`src/rtl/layer_blitter.sv`:
```
// layer_blitter: optional background fill, then priority-ordered sprite blits from a packed ROM
// into the back frame buffer, with colour keying and screen clipping.
module layer_blitter #(
  parameter int NUM_SPR = 8,
  parameter int IDX_W = 4,
  parameter int WORD_W = 16,
  parameter int PIX_AW = 18,
  parameter int X_W = 10,
  parameter int Y_W = 10,
  parameter int SCREEN_W = 640,
  parameter int SCREEN_H = 480,
  parameter int TRANSP_IDX = 0,
  parameter int BG_IDX = 4
) (
  input  logic Clk50,
  input  logic Reset,
  input  logic start,
  input  logic clear_en,
  input  logic [NUM_SPR-1:0] spr_en,
  input  logic [NUM_SPR*X_W-1:0] spr_x,
  input  logic [NUM_SPR*Y_W-1:0] spr_y,
  input  logic [NUM_SPR*X_W-1:0] spr_w,
  input  logic [NUM_SPR*Y_W-1:0] spr_h,
  input  logic [NUM_SPR*PIX_AW-1:0] spr_base,
  output logic [PIX_AW-$clog2(WORD_W/IDX_W)-1:0] rom_addr,
  input  logic [WORD_W-1:0] rom_q,
  output logic fb_we,
  output logic [X_W-1:0] fb_x,
  output logic [Y_W-1:0] fb_y,
  output logic [IDX_W-1:0] fb_data,
  output logic buf_sel,
  output logic busy,
  output logic done
);
  localparam int PPW = WORD_W / IDX_W;
  localparam int LG = $clog2(PPW);
  localparam int ROM_AW = PIX_AW - LG;
  localparam int SW = LG > 0 ? LG : 1;
  localparam int SLW = $clog2(NUM_SPR + 1);
  localparam int IW = NUM_SPR > 1 ? $clog2(NUM_SPR) : 1;

  typedef enum logic [2:0] {IDLE, CLEAR, SETUP, BLIT, DRAIN, FIN} state_t;
  state_t state, nxt;

  logic [NUM_SPR-1:0] en_l;
  logic [NUM_SPR*X_W-1:0] x_l, w_l;
  logic [NUM_SPR*Y_W-1:0] y_l, h_l;
  logic [NUM_SPR*PIX_AW-1:0] base_l;
  logic [SLW-1:0] slot;
  logic [IW-1:0] si;
  logic [X_W-1:0] col, cx, cw, x1, x2;
  logic [Y_W-1:0] row, cy, ch, y1, y2;
  logic [PIX_AW-1:0] cbase, p;
  logic [X_W:0] sx;
  logic [Y_W:0] sy;
  logic [SW-1:0] sub1, sub2;
  logic [IDX_W-1:0] pix;
  logic go, live, slot_end, last_clr, last_col, last_pix, drn, fin_go;
  logic v1, v2, h1, h2;

  assign go = state == IDLE && start;
  assign si = IW'(slot);
  assign cx = x_l[si*X_W +: X_W];
  assign cy = y_l[si*Y_W +: Y_W];
  assign cw = w_l[si*X_W +: X_W];
  assign ch = h_l[si*Y_W +: Y_W];
  assign cbase = base_l[si*PIX_AW +: PIX_AW];
  assign live = en_l[si] && cw != '0 && ch != '0;
  assign slot_end = slot == SLW'(NUM_SPR);
  assign last_clr = col == X_W'(SCREEN_W - 1) && row == Y_W'(SCREEN_H - 1);
  assign last_col = col == cw - 1'b1;
  assign last_pix = last_col && row == ch - 1'b1;
  assign fin_go = state == DRAIN && drn;
  assign p = cbase + PIX_AW'(row) * PIX_AW'(cw) + PIX_AW'(col);
  // one extra bit so a sprite hanging past the last coordinate never wraps onto the screen
  assign sx = {1'b0, cx} + {1'b0, col};
  assign sy = {1'b0, cy} + {1'b0, row};
  assign pix = IDX_W'(rom_q >> (IDX_W * (PPW - 1 - int'(sub2))));

  always_ff @(posedge Clk50)
    if (go) begin
      en_l <= spr_en;
      x_l <= spr_x;
      y_l <= spr_y;
      w_l <= spr_w;
      h_l <= spr_h;
      base_l <= spr_base;
    end

  always_ff @(posedge Clk50 or posedge Reset)
    if (Reset) state <= IDLE;
    else state <= nxt;

  always_comb begin
    nxt = state;
    case (state)
      IDLE: nxt = start ? (clear_en ? CLEAR : SETUP) : IDLE;
      CLEAR: nxt = last_clr ? SETUP : CLEAR;
      SETUP: nxt = slot_end ? DRAIN : live ? BLIT : SETUP;
      BLIT: nxt = last_pix ? SETUP : BLIT;
      DRAIN: nxt = drn ? FIN : DRAIN;
      default: nxt = IDLE;
    endcase
  end

  always_ff @(posedge Clk50 or posedge Reset)
    if (Reset) begin
      slot <= '0;
      row <= '0;
      col <= '0;
      drn <= 1'b0;
      busy <= 1'b0;
      done <= 1'b0;
      buf_sel <= 1'b0;
    end else begin
      done <= fin_go;
      busy <= go | (busy & ~fin_go);
      buf_sel <= buf_sel ^ fin_go;
      drn <= state == DRAIN && !drn;
      case (state)
        IDLE: begin
          slot <= '0;
          row <= '0;
          col <= '0;
        end
        CLEAR: begin
          col <= col == X_W'(SCREEN_W - 1) ? '0 : col + 1'b1;
          row <= col == X_W'(SCREEN_W - 1) ? row + 1'b1 : row;
        end
        SETUP: begin
          slot <= slot_end || live ? slot : slot + 1'b1;
          row <= '0;
          col <= '0;
        end
        BLIT: begin
          col <= last_col ? '0 : col + 1'b1;
          row <= last_col ? row + 1'b1 : row;
          slot <= last_pix ? slot + 1'b1 : slot;
        end
        default: ;
      endcase
    end

  always_ff @(posedge Clk50 or posedge Reset)
    if (Reset) begin
      v1 <= 1'b0;
      v2 <= 1'b0;
      h1 <= 1'b0;
      h2 <= 1'b0;
      sub1 <= '0;
      sub2 <= '0;
      x1 <= '0;
      x2 <= '0;
      y1 <= '0;
      y2 <= '0;
      rom_addr <= '0;
      fb_we <= 1'b0;
      fb_x <= '0;
      fb_y <= '0;
      fb_data <= '0;
    end else begin
      v1 <= state == BLIT;
      h1 <= sx < (X_W+1)'(SCREEN_W) && sy < (Y_W+1)'(SCREEN_H);
      sub1 <= SW'(p % PPW);
      x1 <= sx[X_W-1:0];
      y1 <= sy[Y_W-1:0];
      rom_addr <= state == BLIT ? ROM_AW'(p >> LG) : rom_addr;
      v2 <= v1;
      h2 <= h1;
      sub2 <= sub1;
      x2 <= x1;
      y2 <= y1;
      fb_we <= v2 ? h2 && pix != IDX_W'(TRANSP_IDX) : state == CLEAR;
      fb_x <= v2 ? x2 : state == CLEAR ? col : fb_x;
      fb_y <= v2 ? y2 : state == CLEAR ? row : fb_y;
      fb_data <= v2 ? pix : state == CLEAR ? IDX_W'(BG_IDX) : fb_data;
    end
endmodule

```
`config.mk`:
```
export PLATFORM = sky130hd
export DESIGN_NAME = layer_blitter
export DESIGN_NICKNAME = d
export VERILOG_FILES = /design/src/rtl/layer_blitter.sv
export SDC_FILE = /design/constraint.sdc
export NUM_CORES = 1
export LEC_CHECK = 0
export BUFFER_PORTS_ARGS = -buffer_cell sky130_fd_sc_hd__buf_4
export CORE_ASPECT_RATIO = 0.7
export CORE_MARGIN = 5
export CORE_UTILIZATION = 58
export CTS_BUF_LIST = sky130_fd_sc_hd__clkbuf_8
export CTS_CLUSTER_SIZE = 28
export DETAILED_ROUTE_END_ITERATION = 8
export GPL_ROUTABILITY_DRIVEN = 0
export GPL_TIMING_DRIVEN = 0
export PLACE_DENSITY = 0.87
export SETUP_SLACK_MARGIN = 0.2
export SYNTH_ARGS = -nofsm -noshare
export SYNTH_HDL_FRONTEND = slang
export SYNTH_SLANG_ARGS = --single-unit
export TNS_END_PERCENT = 20
```
`constraint.sdc`:
```
create_clock -name Clk50 -period 14.4 [get_ports Clk50]
set_input_delay 1.44 -clock Clk50 [delete_from_list [all_inputs] [get_ports Clk50]]
set_output_delay 1.44 -clock Clk50 [all_outputs]
set_load 0.02 [all_outputs]
```
==> impl_summary.txt <==
----------------------------------------------------
[Run status]
  Status ... finished clean

[Die]
  Area enclosed by the die boundary ... 0.0528 mm^2
  Die height ... 194 um
  Floorplan Core Area ... 0.0478 mm^2
  Row Count ... 67
  Top-Level Pins ... 536
  Effective utilization at floorplan ... 58.6%
  Die Wd ... 273 um

[Global routing]
  GRT Util Overall ... 30.3%
  Antenna violations before repair ... 9
  Via count of the first global-routing pass ... 20,181
  First-pass GRT wire length ... 120,000 um
  Remaining Overflow, GRT ... 0
  Largest net degree at the start of global routing ... 104

[Synth]
  Most frequently used flop master after synthesis ... edfxtp_1
  Cell types occupying the most area after synthesis ... edfxtp_1 51%, dfrtp_1 11%, mux4_2 8.3%
  Number of flops mapped to enable cells by yosys ... 472
  Share of synthesized registers carrying an async set or reset ... 20.3%
  Number of distinct standard cells referenced by the synthesized netlist ... 80
  Share of the yosys chip area belonging to registers ... 61.4%
  Syn_area_per_cell ... 15.3 um^2
  Net Count, Synth ... 2,481
  Number of warning messages in the yosys log ... 0
  Post-synthesis sequential element count ... 592
  Post-synthesis instance total ... 1,829
  Post-synth top area share ... 50.6%
  Area leader, netlist ... edfxtp_1
  Post-Syn Area ... 0.0280 mm^2

[STA]
  Number of failing hold endpoints at the final stage ... 0
  Max-slew headroom at the worst pin ... 18.9%
  Worst clock skew ... 0.0352 ns
  Count of endpoints failing setup in the final report ... 0
  Fin crit period ... 9.30 ns
  Least-Margin Pin Slew ... 1.22 ns
  Crit share post-route ... 64.6%
  Setup repair after global routing missed its margin ... no
  Maximum clock rate ... 108 MHz
  Count of pins over their slew limit ... 0
  Worst Hold Margin ... 0.348 ns

[Detailed routing]
  Routed wire length ... 80,900 um
  Number of detailed-routing iterations run before antenna repair ... 6
  Detailed Route Iter0 Violations ... 2,106
  Via-per-instance ratio ... 5.98
  Total number of vias ... 18,911
  Routed wire per std cell ... 25.6 um
  Residual DRC ... 0
  Number of routed nets with antenna violations ... 0

[Layout]
  Layout area overhead ... 24.5%
  Final-stage net count ... 3,115
  Number of non-filler instances in the completed layout ... 3,164
  Leading cell type in the layout, fill and taps excluded ... buf_4
  Fill cell instance count of the final layout ... 2,926
  Fraction of layout cells with a size suffix above 1 ... 33.5%
  Highest-count cells in the layout ignoring fill and taps ... 541 x buf_4, 472 x edfxtp_1, 185 x inv_1
  Cell area after layout ... 0.0349 mm^2

[Pwr]
  Power after layout ... 3.39 mW
  P_leak ... 14.0 nW
  Maximum VDD drop ... 0.0856 mV
  Total power per unit cell area ... 97.1 mW/mm^2

[Setup path]
  Path depth of the worst reg2reg path ... 26
  Reg2reg setup slack ... 5.10 ns
  Reg2reg start ... slot[1]$_DFFE_PP0P_
  Reg-to-Reg End ... rom_addr[15]$_DFFE_PP0P_
  Data arrival time of the worst path ... 9.85 ns
  Category of the worst setup path capture point ... register
  Crit Path Class ... register to register
  Top fanout value on the critical path ... 10
  Element type at the critical path start ... register
  Data required time at the worst endpoint ... 14.95 ns

[CTS]
  Clock latency at the later pin of the worst-skew pair ... 0.70 ns
  Resize count post-CTS ... 0
  Clock root cell ... clkbuf_8
  Maximum buffer depth of the clock tree ... 3
  Post-CTS repair timing setup buffer count ... 0
  Post-CTS clock slew at the launch and capture registers of the worst setup and hold paths ... 0.07 ns
  Cts-stage hold buffer count ... 0
  Number of buffers created by CTS ... 88
  Total number of clock tree sinks ... 592
  Clock tree from TritonCTS ... yes
  H-Tree Depth ... 3

[Worst hold path]
  Hold wc startpoint ... x1[1]$_DFF_PP0_
  Hold Path End ... x2[1]$_DFF_PP0_
  Classification of the worst-slack hold path ... register to register
  Hold path cells ... 0

[Placed design]
  DPL Wire Length ... 62,100 um
  Total instance count after detailed placement ... 2,993
  IO Port Bufs ... 535
  Area post-placement ... 0.0330 mm^2

[Run]
  Count of max-cap constraint violations ... 0

----------------------------------------------------
logic make-up after synthesis:
family / synth area share [%]
flops: 61.4
simple gates: 6.63
fa+ha+maj: 9.59
buf+inv: 3.37
xor+xnor: 1.86
compound gates: 4.51
mux: 12.7
worst max-delay path, stage by stage (launching register included):
cell and delay (ns):
dfrtp_1 0.46, buf_6 0.22, buf_2 0.35, clkbuf_1 0.50, buf_1 0.67, clkbuf_1 0.78
buf_1 0.70, mux4_2 0.45, mux2i_1 0.38, fa_1 0.54, inv_1 0.10, fa_1 0.45
fa_1 0.56, inv_1 0.05, fa_1 0.47, inv_1 0.04, ha_1 0.30, nor2b_1 0.14
o21ai_0 0.22, a21boi_0 0.16, o21ai_0 0.27, a21oi_1 0.15, a41o_1 0.29, o41ai_1 0.38
o21ai_0 0.21, xnor2_1 0.21, o21ai_0 0.09
power breakdown:
group          switching, mW  internal, mW  total [mW]
clock network          0.679         0.738        1.42
logic                 0.0337        0.0855       0.119
registers           0.000339          1.85        1.85
total                  0.713          2.67        3.39
flip-flops by register name, summed over array words and instances (netlist names), 16 cells and up:
register / flops
base_l: 144
h_l: 80
rom_addr: 16
w_l: 80
x_l: 80
y_l: 80
Yosys cell counts (all sizes together), types with 9 or more instances:
cell and count:
buf 33, nor2 64, nor2b 25, o21ai 77
and3 9, nand2 128, edfxtp 472, mux2i 71
inv 152, nor3 17, xnor2 42, fa 91
xor2 15, ha 69, mux4 103, mux2 46
a21oi 33, nand2b 24, nand3 28, and2 23
clkbuf 50, dfrtp 120, nor3b 10
worst max path at each step:
stage	startpoint	to	slack [ns]	depth (start not counted)
2_1_floorplan	start	state[1]$_DFF_PP0_	1.10	3
3_3_place_gp	start	state[1]$_DFF_PP0_	-2.29	4
3_5_place_dp	slot[1]$_DFFE_PP0P_	rom_addr[15]$_DFFE_PP0P_	5.20	26
4_1_cts	slot[1]$_DFFE_PP0P_	rom_addr[15]$_DFFE_PP0P_	5.18	26
5_1_grt	slot[1]$_DFFE_PP0P_	rom_addr[15]$_DFFE_PP0P_	4.74	26
6_report	slot[1]$_DFFE_PP0P_	rom_addr[15]$_DFFE_PP0P_	5.10	26
metal layers:
metal / wire (um) / share of wire (%) / vias to the layer above / GRT usage (%)
li1: - / - / 8018 / -
met1: 29000 / 36 / 9340 / 38.3
met2: 39000 / 48 / 1279 / 49.3
met3: 9030 / 11 / 266 / 9.83
met4: 3820 / 4.7 / 8 / 12.4
met5: 49 / 0.061 / - / 0
area by class of cell:
| cell class | count | area, um^2 | share of cell area [%] |
|---|---|---|---|
| diodes | 6 | 15.0 | 0.0431 |
| plain buffers | 83 | 372 | 1.07 |
| clock buffers | 90 | 1240 | 3.55 |
| clock inverters | 74 | 572 | 1.64 |
| inverters | 152 | 576 | 1.65 |
| multi-input cells | 1002 | 9880 | 28.4 |
| flip-flops and latches | 592 | 17200 | 49.3 |
| well taps | 621 | 777 | 2.23 |
| repair buffers | 544 | 4240 | 12.2 |
metrics by stage:
| step | util (%) | TNS [ns] | setup slack [ns] |
|---|---|---|---|
| after floorplan | - | 0 | 1.10 |
| after global placement | 68.6 | -915.01 | -2.29 |
| after detailed placement | 69.1 | 0 | 5.20 |
| after CTS | 72.9 | 0 | 5.18 |
| after global routing | 72.9 | 0 | 4.74 |
| final | 72.9 | 0 | 5.10 |
Power figures use the tool's default switching activity.
